<file path="src/rtl/dff_piso_tx.sv">
// -----------------------------------------------------------------------------
// dff_piso_tx
//
// Parallel-in, serial-out transmitter. A WIDTH-bit word is accepted over a
// valid/ready handshake and shifted out MSB-first, one bit per clock, with a
// frame-start marker on the first bit. A word can be accepted during the last
// bit of a frame, so the next frame follows with no idle cycle.
//
// Optional feature (macro DFF_PISO_TX_PARITY_EN):
//   When defined, an even-parity bit (^din) is captured at accept and sent
//   in one extra slot after the LSB. Frames are then WIDTH+1 bits long.
//   When undefined, frames are WIDTH bits and no parity register exists.
//
// Parameters:
//   WIDTH          data word width in bits (2 to 32)
//
// Ports:
//   clk_i          system clock, rising edge
//   reset_i        asynchronous active-high reset
//   din_i          parallel word, sampled only on an accepted load
//   load_valid_i   producer has a word on din_i
//   load_ready_o   a word can be accepted this cycle
//   sout_o         serial data bit (MSB first, parity last if enabled)
//   sout_valid_o   sout_o carries a frame bit this cycle
//   frame_start_o  first bit of a frame
//   busy_o         a frame is in progress
// -----------------------------------------------------------------------------
module dff_piso_tx #(
    parameter int unsigned WIDTH = 8
) (
    input  logic             clk_i,
    input  logic             reset_i,
    input  logic [WIDTH-1:0] din_i,
    input  logic             load_valid_i,
    output logic             load_ready_o,
    output logic             sout_o,
    output logic             sout_valid_o,
    output logic             frame_start_o,
    output logic             busy_o
);

`ifdef DFF_PISO_TX_PARITY_EN
    localparam int unsigned FrameLen = WIDTH + 1;
`else
    localparam int unsigned FrameLen = WIDTH;
`endif

    // Sized to hold WIDTH+1 so the parity slot index is representable.
    localparam int unsigned  CntW    = $clog2(WIDTH + 2);
    localparam logic [CntW-1:0] LastCnt = CntW'(FrameLen - 1);

    localparam logic [0:0] StIdle  = 1'b0;
    localparam logic [0:0] StShift = 1'b1;

    logic [0:0]       state_q, state_d;
    logic [WIDTH-1:0] sr_q,    sr_d;
    logic [CntW-1:0]  cnt_q,   cnt_d;

`ifdef DFF_PISO_TX_PARITY_EN
    logic             par_q,   par_d;
    logic             parity_slot;
`endif

    logic in_shift;
    logic last_bit;
    logic accept;

    assign in_shift = (state_q == StShift);
    assign last_bit = in_shift && (cnt_q == LastCnt);

    // Ready depends only on state and reset so there is no valid->ready loop.
    assign load_ready_o = !reset_i && (!in_shift || last_bit);
    assign accept       = load_valid_i && load_ready_o;

    // -------------------------------------------------------------------------
    // Next-state logic
    // -------------------------------------------------------------------------
    always_comb begin
        state_d = state_q;
        sr_d    = sr_q;
        cnt_d   = cnt_q;
`ifdef DFF_PISO_TX_PARITY_EN
        par_d   = par_q;
`endif
        if (accept) begin
            // Covers both a load from IDLE and a gapless reload at last_bit.
            state_d = StShift;
            sr_d    = din_i;
            cnt_d   = '0;
`ifdef DFF_PISO_TX_PARITY_EN
            par_d   = ^din_i;
`endif
        end else if (in_shift) begin
            if (last_bit) begin
                // Return to the same clean state that reset produces.
                state_d = StIdle;
                sr_d    = '0;
                cnt_d   = '0;
`ifdef DFF_PISO_TX_PARITY_EN
                par_d   = 1'b0;
`endif
            end else begin
                sr_d  = {sr_q[WIDTH-2:0], 1'b0};
                cnt_d = cnt_q + 1'b1;
            end
        end
    end

    // -------------------------------------------------------------------------
    // State registers
    // -------------------------------------------------------------------------
    always_ff @(posedge clk_i or posedge reset_i) begin
        if (reset_i) begin
            state_q <= StIdle;
            sr_q    <= '0;
            cnt_q   <= '0;
        end else begin
            state_q <= state_d;
            sr_q    <= sr_d;
            cnt_q   <= cnt_d;
        end
    end

`ifdef DFF_PISO_TX_PARITY_EN
    always_ff @(posedge clk_i or posedge reset_i) begin
        if (reset_i) begin
            par_q <= 1'b0;
        end else begin
            par_q <= par_d;
        end
    end

    // The slot after the LSB carries parity instead of shifted-out data.
    assign parity_slot = in_shift && (cnt_q == CntW'(WIDTH));
`endif

    // -------------------------------------------------------------------------
    // Outputs: registered state only
    // -------------------------------------------------------------------------
    always_comb begin
        sout_o        = 1'b0;
        sout_valid_o  = 1'b0;
        frame_start_o = 1'b0;
        busy_o        = 1'b0;
        if (in_shift) begin
`ifdef DFF_PISO_TX_PARITY_EN
            sout_o    = parity_slot ? par_q : sr_q[WIDTH-1];
`else
            sout_o    = sr_q[WIDTH-1];
`endif
            sout_valid_o  = 1'b1;
            frame_start_o = (cnt_q == '0);
            busy_o        = 1'b1;
        end
    end

endmodule

</file>
<file path="config.mk">
export PLATFORM = sky130hd
export DESIGN_NAME = dff_piso_tx
export DESIGN_NICKNAME = d
export VERILOG_FILES = /design/src/rtl/dff_piso_tx.sv
export SDC_FILE = /design/constraint.sdc
export NUM_CORES = 1
export LEC_CHECK = 0
export ABC_AREA = 1
export BUFFER_PORTS_ARGS = -buffer_cell sky130_fd_sc_hd__buf_2
export CORE_AREA = 4 4 42 44
export DETAILED_ROUTE_END_ITERATION = 16
export DIE_AREA = 0 0 46 48
export PLACE_DENSITY = 0.8
export SLEW_MARGIN = 20
export SYNTH_ARGS = -nofsm -noshare
export SYNTH_HDL_FRONTEND = slang
export SYNTH_SLANG_ARGS = --single-unit
</file>
<file path="constraint.sdc">
create_clock -name clk_i -period 1.85 [get_ports clk_i]
set_clock_uncertainty 0.1 [all_clocks]
set_input_delay 0.2775 -clock clk_i [delete_from_list [all_inputs] [get_ports clk_i]]
set_output_delay 0.2775 -clock clk_i [all_outputs]
set_load 0.02 [all_outputs]
</file>
# --- Word level (Yosys, flattened, before mapping) ---
# Cells that the tools add are included.
classes:
  n_reduce_logical: 8
  muxes: 12
  eq_ne: 1
  n_addsub: 1
ops:
  columns: ["operator", "n"]
  rows:
  - ["two-way mux 8 bit", 3]
  - ["two-way mux 4 bit", 3]
  - ["two-way mux 1 bit", 6]
  - ["adder 4 x 1 -> 4 bit (second input constant)", 1]
  - ["== test 4 x 3 -> 1 bit (second input constant)", 1]
  - ["zero test 4 bit", 1]
  - ["logical AND 1 bit", 3]
  - ["zero test 1 bit", 2]
  - ["nonzero test 2 bit", 1]
  - ["logical OR 1 bit", 1]
totals:
  input_bits: 11
  wordCells: 25
  output_inout_bits: 5
  ff_bits: 13

# --- Longest topological paths before layout ---
# Gate-level depths: netlist of the first run.
depth:
  ltp_word: 6
  mapped_depth: 7
  ltp_nobuf: 6

# --- Worst setup path after synthesis of the first run ---
# No wires, ideal clock.
synth_timing:
  path_type: "reg2out"
  start: "register state_q (netlist: in_shift)"
  end: "output frame_start_o"
  setup_slack_ns: 0.320
  stages_incl_launch_ff: 4
  t_arrival_ns: 1.153
  t_required_ns: 1.472
  n_path_buf: 1
  path_cell_list: "dfrtp_1 > buf_4 > nand2_1 > nor3_1"
synth_via:
  elab_chain_cells: 1
synth_lines:
  columns: ["item", "line_no", "source"]
  rows:
  - ["start, declared", "55", "logic [0:0] state_q, state_d;"]
  - ["start signal, assigned", "114", "state_q <= StIdle;"]
  - ["start signal, assigned", "118", "state_q <= state_d;"]
  - ["two-way mux 1 bit", "145", "if (in_shift) begin"]
  - ["end, declared", "38", "output logic frame_start_o,"]
# No other way between the ends.

# --- Final worst setup path of the first run ---
layout_timing:
  start: "register cnt_q[0]"
  end: "output load_ready_o"
layout_via:
  elab_chain_cells: 4
layout_lines:
  columns: ["item", "line_no", "source"]
  rows:
  - ["start, declared", "57", "logic [CntW-1:0] cnt_q, cnt_d;"]
  - ["start signal, assigned", "120", "cnt_q <= cnt_d;"]
  - ["== test 4 x 3 -> 1 bit", "69", "assign last_bit = in_shift && (cnt_q == LastCnt);"]
  - ["logical AND 1 bit", "69", null]
  - ["logical OR 1 bit", "72", "assign load_ready_o = !reset_i && (!in_shift || last_bit);"]
  - ["logical AND 1 bit", "72", null]
  - ["end, declared", "35", "output logic load_ready_o,"]
# No other way between the ends.

==> results.cfg, run 1 <==
[run_status]
status = complete, no violations

[clock_tree]
clock-root-buffer = clkbuf_4
ctsHtreeMaxLevel = 1
cts_tree = built
clock-sinks = 13
numCtsBuffers = 3
cts_buffer_depth = 2
clock_latency_ns = 0.27
clk_pin_slew_ns = 0.08

[die]
rows = 14
start_util_pct = 49.5
die_h_um = 48
ios = 16
coreArea_um2 = 1440
dieWidth_um = 46
dieArea_um2 = 2210

[placed_design]
portBuffers = 15
dp_slack_ns = 0.267
dp_hpwl_um = 952
place_congestion = 0.678
placed_area_um2 = 779

[worst_setup_path]
r2r_slack_ns = 0.47
reg2reg_depth = 7
arrival_ns = 1.40
crit_path_start_kind = register
rr_startpoint = cnt_q[0]
cp_max_fo = 7
r2r-end = sr_q[1]
crit_start = cnt_q[0]
worst-setup-path-type = reg -> out
endpoint_kind = primary output
worstPathRequired_ns = 1.47

[worst_hold_path]
whs_path_depth = 3
holdCritStartpoint = din_i[0]
hp-class = in -> reg
min_to = sr_q[0]

[global_routing]
antenna_found_initial = 0
grt_max_degree = 23
track_usage_pct = 13.2
gr-total-overflow = 0
grt_pass1_vias = 527
grt_pass1_wl_mm = 2.14

[final_layout]
stdcell_area_um2 = 863
diodes = 0
postLayoutCoreUtil_pct = 60.1
drive_gt1_share_pct = 31.1
fin_nets = 120
area_delta_synth_final_pct = 21.5

[power]
clkPwrFrac_pct = 13.4
switching_share_pct = 42.9
p_leak_nw = 0.456
powerDensity_nw_per_um2 = 1520
p_seq_share_pct = 38.3
p_total_mw = 1.31
pwr-share-comb_pct = 48.3
p_int_mw = 0.747
ir_drop_mv = 0.558
p_sw_mw = 0.561

[synthesis]
syn-instance-count = 84
ys_async_sr_fraction_pct = 100
yosysMostFrequentCell = nand2_1
yosysWarnings = 0
synth-seq-cells = 13
yosys.area.top_type = dfrtp_1
synthTopCellsByCount = 24 x nand2_1, 13 x dfrtp_1, 9 x inv_1
synth_top_cell_area_share_pct = 45.8
syn_area_um2 = 711
yosysUniqueCellTypes = 19
syn_avg_cell_area_um2 = 8.46
synth_edf_count = 0
synth_seq_area_share_pct = 45.8
synth_nets = 97
synthFlopType = dfrtp_1
ys_top_cells_by_area = dfrtp_1 46%, nand2_1 13%, nand4_1 6.2%, nand3_1 5.6%, inv_1 4.8%

[drt]
postRouteAntennaNets = 0
route.detailed.drc = 0
vias = 617
wl_mm = 1.44
drt_iter0_drc = 10
wl_per_cell_um = 11.8
avgViaCountPerCell = 5.06
first_pass_iters = 4

[timing]
finalHoldViolCount = 0
hold_slack_ns = 0.141
slew_viol_final = 0
fin_crit_sh_pct = 96.0
fmax_mhz = 563
tightest_slew_ns = 0.404
relSlewSlack_pct = 73.1
min_period_ns = 1.78
setup_slack_ns = 0.0746
setup_violations = 0

[run]
cap_violations = 0
cells in the final DEF (no fill, tap or decap), drive strengths merged:
cell / instances
nor3: 1
a21oi: 1
buf: 21
dlygate4sd3: 1
nand2: 25
dfrtp: 13
o21ai: 5
nor2: 4
clkbuf: 4
nand4: 7
inv: 11
ha: 2
nand3: 11
timing repair:
action | CTS | global route
gates resized for setup | 1 | 1
hold endpoints to repair | 13 | 0
setup buffers | 0 | 5
setup endpoints to repair | 1 | 1
hold buffers | 1 | 0
worst max path at each step:
stage	endpoint	slack, ns
detailed placement	load_ready_o	0.27
finish	load_ready_o	0.07
global route	load_ready_o	-0.03
floorplan	frame_start_o	0.32
CTS	load_ready_o	0.03
global placement	load_ready_o	0.33
metrics by stage:
step	TNS, ns	std cells
floorplan	0	84
global placement	0	112
detailed placement	0	112
finish	0	122
CTS	0	117
global route	-0.0341	122
routing by layer:
metal	global-route usage [%]	vias to the layer above	routed length [um]
li1	-	318	-
met1	17.1	282	658
met2	22.8	17	718
met3	2.26	0	59
met4	3.41	0	0
met5	0	-	0
power groups by stage:
stage               Clock [mW]  Sequential (mW)  Combinational (mW)
finish                   0.176            0.501               0.632
global route             0.191            0.513               0.716
CTS                      0.179            0.498               0.530
detailed placement           0            0.501               0.520
global placement             0            0.492               0.503
floorplan                    0            0.470               0.450
registers in the layout (all words and copies together) (netlist names):
signal and cells:
sr_q 8, in_shift 1, cnt_q 4
layout make-up:
type	instances	area, um^2
Fill cell	133	573
Sequential cell	13	325
Inverter	11	43.8
Tap cell	16	20.0
Clock buffer	4	26.3
Timing Repair Buffer	22	130
Multi-Input combinational cell	56	318
worst max-delay path, cell delays in order, from the launching register on:
cell	delay, ns
dfrtp_1	0.40
ha_1	0.20
nand3_2	0.10
nand2_4	0.11
inv_1	0.07
nor2_1	0.09
buf_2	0.17
kinds of logic (layout without fill, tap and decap cells):
| logic type | after synthesis | in the layout | synth area share [%] |
|---|---|---|---|
| simple gates | 48 | 48 | 33.5 |
| buf+inv | 15 | 37 | 10.9 |
| flops | 13 | 13 | 45.8 |
| compound gates | 6 | 6 | 6.34 |
| fa+ha+maj | 2 | 2 | 3.52 |
Note: power is estimated with default switching activity, not from simulation.
==> run 2, diff against run 1 <==
--- a/config.mk
+++ b/config.mk
@@ -5,12 +5,12 @@
 export SDC_FILE = /design/constraint.sdc
 export NUM_CORES = 1
 export LEC_CHECK = 0
-export ABC_AREA = 1
 export BUFFER_PORTS_ARGS = -buffer_cell sky130_fd_sc_hd__buf_2
-export CORE_AREA = 4 4 42 44
+export CORE_AREA = 4 4 41 43
+export CTS_CLUSTER_SIZE = 14
 export DETAILED_ROUTE_END_ITERATION = 16
-export DIE_AREA = 0 0 46 48
-export PLACE_DENSITY = 0.8
+export DIE_AREA = 0 0 45 47
+export PLACE_DENSITY = 0.78
 export SLEW_MARGIN = 20
 export SYNTH_ARGS = -nofsm -noshare
 export SYNTH_HDL_FRONTEND = slang
==> results.cfg, run 2 <==
[final_layout]
fillCellCount = 110
mostFrequentLayoutCells = 13 x dfrtp_1, 13 x buf_2, 10 x buf_4, 7 x and3_1, 7 x a221o_1
largest_reg_flops = 8
diodes = 0
fin_nets = 98
stdcell_area_um2 = 848
largest_register = sr_q
drive_gt1_share_pct = 41.7
area_delta_synth_final_pct = 33.7

[worst_setup_path]
endpoint_kind = primary output
cp.depth = 5
critPathMostFrequentCell = buf_6
critPathSlowestCell = dfrtp_1
crit_family = flip-flops
worstPathRequired_ns = 1.47
critPathBufInv = 2
worst-setup-path-type = reg -> out
arrival_ns = 1.42
cp_max_fo = 5
crit_path_start_kind = register
path_cells = ha_2 > nand3b_1 > buf_6 > a21oi_2 > buf_6
reg2reg_depth = 7
cp_slowest_stage_delay_ns = 0.41

[drt]
first_pass_iters = 4
route.detailed.drc = 0
postRouteAntennaNets = 0
vias = 551
drt_iter0_drc = 15
avgViaCountPerCell = 5.57
wl_per_cell_um = 14.3
wl_mm = 1.42

[synthesis]
synth_seq_area_share_pct = 51.3
synth-seq-cells = 13
yosysMostFrequentCell = dfrtp_1
syn_avg_cell_area_um2 = 10.9
yosys.area.top_type = dfrtp_1
yosysWarnings = 0
synth_edf_count = 0
synth_top_cell_area_share_pct = 51.3
ys_top_cells_by_area = dfrtp_1 51%, a221o_1 11%, and3_1 6.9%, ha_1 3.9%, buf_2 3.2%
ys_async_sr_fraction_pct = 100
synthFlopType = dfrtp_1
syn-instance-count = 58
syn_area_um2 = 634
synth_nets = 71
yosysUniqueCellTypes = 22
synthTopCellsByCount = 13 x dfrtp_1, 7 x a221o_1, 7 x and3_1

[placed_design]
dp_slack_ns = 0.237
dp_hpwl_um = 965
placed_area_um2 = 744
place_congestion = 0.697
portBuffers = 15

[timing]
tns_ns = 0
setup_violations = 0
min_period_ns = 1.80
fmax_mhz = 555
relSlewSlack_pct = 72.5
finalHoldViolCount = 0
fin_crit_sh_pct = 97.4
tightest_slew_ns = 0.413
slew_viol_final = 0
setup_slack_ns = 0.0490

[die]
dieArea_um2 = 2120
ios = 16
start_util_pct = 48.7
die_h_um = 47
dieWidth_um = 45
rows = 13
coreArea_um2 = 1300

[global_routing]
grt_pass1_vias = 504
antenna_found_initial = 0
track_usage_pct = 15.9
grt_max_degree = 14
gr-total-overflow = 0
grt_pass1_wl_mm = 2.32

[clock_tree]
clock-root-buffer = clkbuf_4
clk_pin_slew_ns = 0.08
clock-sinks = 13
numCtsBuffers = 3
cts_tree = built
clock_latency_ns = 0.28
ctsHtreeMaxLevel = 1
cts_buffer_depth = 2

[run_status]
status = complete, no violations

[run]
cap_violations = 0

[power]
p_leak_nw = 0.455
powerDensity_nw_per_um2 = 1530
p_total_mw = 1.30
ir_drop_mv = 0.803

[worst_hold_path]
hp-class = in -> reg
whs_path_depth = 2
run 2: changes by cell type after synthesis, sizes merged, moves of 6 or more:
| cell | delta |
|---|---|
| nand3 | -10 |
| nand4 | -6 |
| inv | -8 |
| a221o | +7 |
| and3 | +7 |
| nand2 | -21 |
run 2: worst paths after layout:
path | startpoint | end | slack, ns
min reg2reg | sr_q[0] | sr_q[0] | 0.40
max reg2reg | cnt_q[0] | sr_q[4] | 0.07
min in group asynchronous | reset_i | sr_q[2] | 0.51
min | din_i[0] | sr_q[0] | 0.12
max in group asynchronous | reset_i | cnt_q[3] | 0.98
max | cnt_q[0] | load_ready_o | 0.05
run 2: worst register-to-register path, stage by stage, from the launching register on:
cell	delay [ns]
dfrtp_1	0.41
ha_2	0.20
nand3b_1	0.12
buf_6	0.16
buf_4	0.13
buf_4	0.13
and3_1	0.17
a221o_1	0.26
run 2: power by group:
part           internal (mW)  total [mW]  switching, mW
Sequential             0.394       0.497          0.103
Clock                 0.0836       0.179         0.0957
Combinational          0.336       0.624          0.288
run 2: layout make-up:
cell class                      count  area, um^2  share of cell area [%]
Multi-Input combinational cell     37         283                    33.3
Clock buffer                        4        26.3                    3.10
Tap cell                           15        18.8                    2.21
Inverter                            3        11.3                    1.33
Sequential cell                    13         325                    38.3
Timing Repair Buffer               27         184                    21.7
run 2: logic make-up (layout without fill, tap and decap cells):
group                    Yosys count  count (layout)  share of synthesized area (%)
XOR/XNOR                           1               1                           1.38
AND/OR/NAND/NOR                   20              20                           18.0
flip-flops                        13              13                           51.3
AO/OA/AOI/OAI                     13              13                           17.8
buffers and inverters              8              34                           6.11
multiplexers                       1               1                           1.58
adder cells (fa/ha/maj)            2               2                           3.94
run 2: per-stage QoR:
| step | std cells | hold WS, ns | utilization [%] |
|---|---|---|---|
| 2_1_floorplan | 58 | 0.0700 | - |
| 3_3_place_gp | 88 | 0.236 | 57.2 |
| 3_5_place_dp | 88 | 0.249 | 57.2 |
| 4_1_cts | 94 | 0.117 | 61.0 |
| 5_1_grt | 99 | 0.118 | 65.2 |
| 6_report | 99 | 0.124 | 65.2 |
run 2: what timing repair did:
item,in CTS,in global routing
hold buffers,1,0
pin swaps,1,2
setup endpoints to repair,1,1
resized for setup,2,6
setup buffers,1,5
hold endpoints to repair,13,0
run 2: routing by layer:
metal | routed length [um] | track usage (%)
met2 | 752 | 24.0
met5 | 0 | 0
met1 | 608 | 20.5
met3 | 45 | 4.60
met4 | 11 | 8.77
==> run 3, diff against run 2 <==
--- a/config.mk
+++ b/config.mk
@@ -10,7 +10,7 @@
 export CTS_CLUSTER_SIZE = 14
 export DETAILED_ROUTE_END_ITERATION = 16
 export DIE_AREA = 0 0 45 47
-export PLACE_DENSITY = 0.78
+export PLACE_DENSITY = 0.73
 export SLEW_MARGIN = 20
 export SYNTH_ARGS = -nofsm -noshare
 export SYNTH_HDL_FRONTEND = slang
==> constraint.sdc (replaced) <==
create_clock -name clk_i -period 1.85 [get_ports clk_i]
set_clock_uncertainty 0.1 [all_clocks]
set_input_delay 0.2775 -clock clk_i [delete_from_list [all_inputs] [get_ports clk_i]]
set_output_delay 0.2775 -clock clk_i [all_outputs]
set_load 0.01 [all_outputs]
==> results.cfg, run 3 (synthesized netlist as in run 2, its figures left out) <==
[worst_setup_path]
worstPathRequired_ns = 1.47
arrival_ns = 1.37
reg2reg_depth = 6
cp_max_fo = 4
endpoint_kind = primary output
worst-setup-path-type = reg -> out
crit_path_start_kind = register

[timing]
setup_violations = 0
tns_ns = 0
min_period_ns = 1.75
relSlewSlack_pct = 71.8
fmax_mhz = 572
fin_crit_sh_pct = 94.5
tightest_slew_ns = 0.423
slew_viol_final = 0
rsz0062_at_grt = false
finalHoldViolCount = 0

[placed_design]
portBuffers = 15
dp_cells = 87
placed_area_um2 = 731
dp_hpwl_um = 939
place_congestion = 0.755

[drt]
wl_per_cell_um = 13.8
drt_iter0_drc = 13
postRouteAntennaNets = 0
avgViaCountPerCell = 5.68
vias = 534
route.detailed.drc = 0
wl_mm = 1.30
first_pass_iters = 4

[global_routing]
track_usage_pct = 13.7
grt_max_degree = 14
gr-total-overflow = 0
grt_pass1_wl_mm = 2.08
antenna_found_initial = 0
grt_pass1_vias = 466

[final_layout]
instances_no_fill = 94
diodes = 0
area_delta_synth_final_pct = 24.3
mostFrequentLayoutCells = 15 x buf_2, 13 x dfrtp_1, 7 x and3_1, 7 x a221o_1, 5 x buf_4
largest_reg_flops = 8
stdcell_area_um2 = 788
mostFrequentLayoutCell = buf_2
drive_gt1_share_pct = 34.2
postLayoutCoreUtil_pct = 60.6
fin_nets = 93
largest_register = sr_q

[die]
dieWidth_um = 45
coreArea_um2 = 1300
rows = 13
die_h_um = 47
dieArea_um2 = 2120
ios = 16
start_util_pct = 48.7

[clock_tree]
cts_tree = built
numCtsBuffers = 3
ctsHtreeMaxLevel = 1
cts_buffer_depth = 2
clk_pin_slew_ns = 0.08
clock-sinks = 13
clock-root-buffer = clkbuf_4
clock_latency_ns = 0.27

[worst_hold_path]
hp-class = in -> reg
whs_path_depth = 2

[power]
p_leak_nw = 0.429
powerDensity_nw_per_um2 = 1470
ir_drop_mv = 0.599

[run]
cap_violations = 0

[run_status]
status = complete, no violations
## run 3: worst paths after layout
| kind | startpoint | to | slack (ns) |
|---|---|---|---|
| worst max-delay path | cnt_q[1] | load_ready_o | 0.10 |
| min in group asynchronous | reset_i | sr_q[7] | 0.50 |
| worst min-delay path | din_i[0] | sr_q[0] | 0.13 |
| max in group asynchronous | reset_i | cnt_q[2] | 0.99 |
| worst max register to register | cnt_q[1] | sr_q[7] | 0.20 |
| worst min register to register | sr_q[0] | sr_q[0] | 0.40 |
## run 3: report_power, final
group          total [mW]  switching, mW  internal [mW]
clock               0.171         0.0875         0.0835
combinational       0.502          0.236          0.265
sequential          0.489         0.0947          0.394
## run 3: per-stage QoR
stage               setup slack (ns)  hold slack (ns)  total power, mW
floorplan                      0.333           0.0700            0.833
global placement               0.273            0.231            0.954
detailed placement             0.232            0.241            0.969
CTS                           0.0439            0.122             1.14
global route                  0.0162            0.122             1.27
finish                         0.102            0.125             1.16
## run 3: layout make-up
class,count,area [um^2]
well taps,15,18.8
flip-flops and latches,13,325
clock buffers,4,26.3
repair buffers,22,134
inverters,3,11.3
multi-input cells,37,273
fillers,123,513
## run 3: per-layer routing
layer / vias to the layer above / track usage (%) / wire length (um)
met4: 0 / 5.26 / 19
met2: 24 / 23.2 / 581
met3: 3 / 2.68 / 119
met5: - / 0 / 0
li1: 254 / - / -
met1: 253 / 17.3 / 576
## run 3: repair_timing
item	4_1_cts	5_1_grt
resized for setup	0	2
hold buffers	1	0
endpoints found under the setup margin	0	1
hold endpoints to repair	13	0
buffers inserted	0	2
## run 3: worst max-delay path, cell delays in order (launching register included)
cell	delay (ns)
dfrtp_1	0.40
ha_2	0.20
nand3b_1	0.11
buf_6	0.14
a21oi_1	0.12
buf_2	0.14
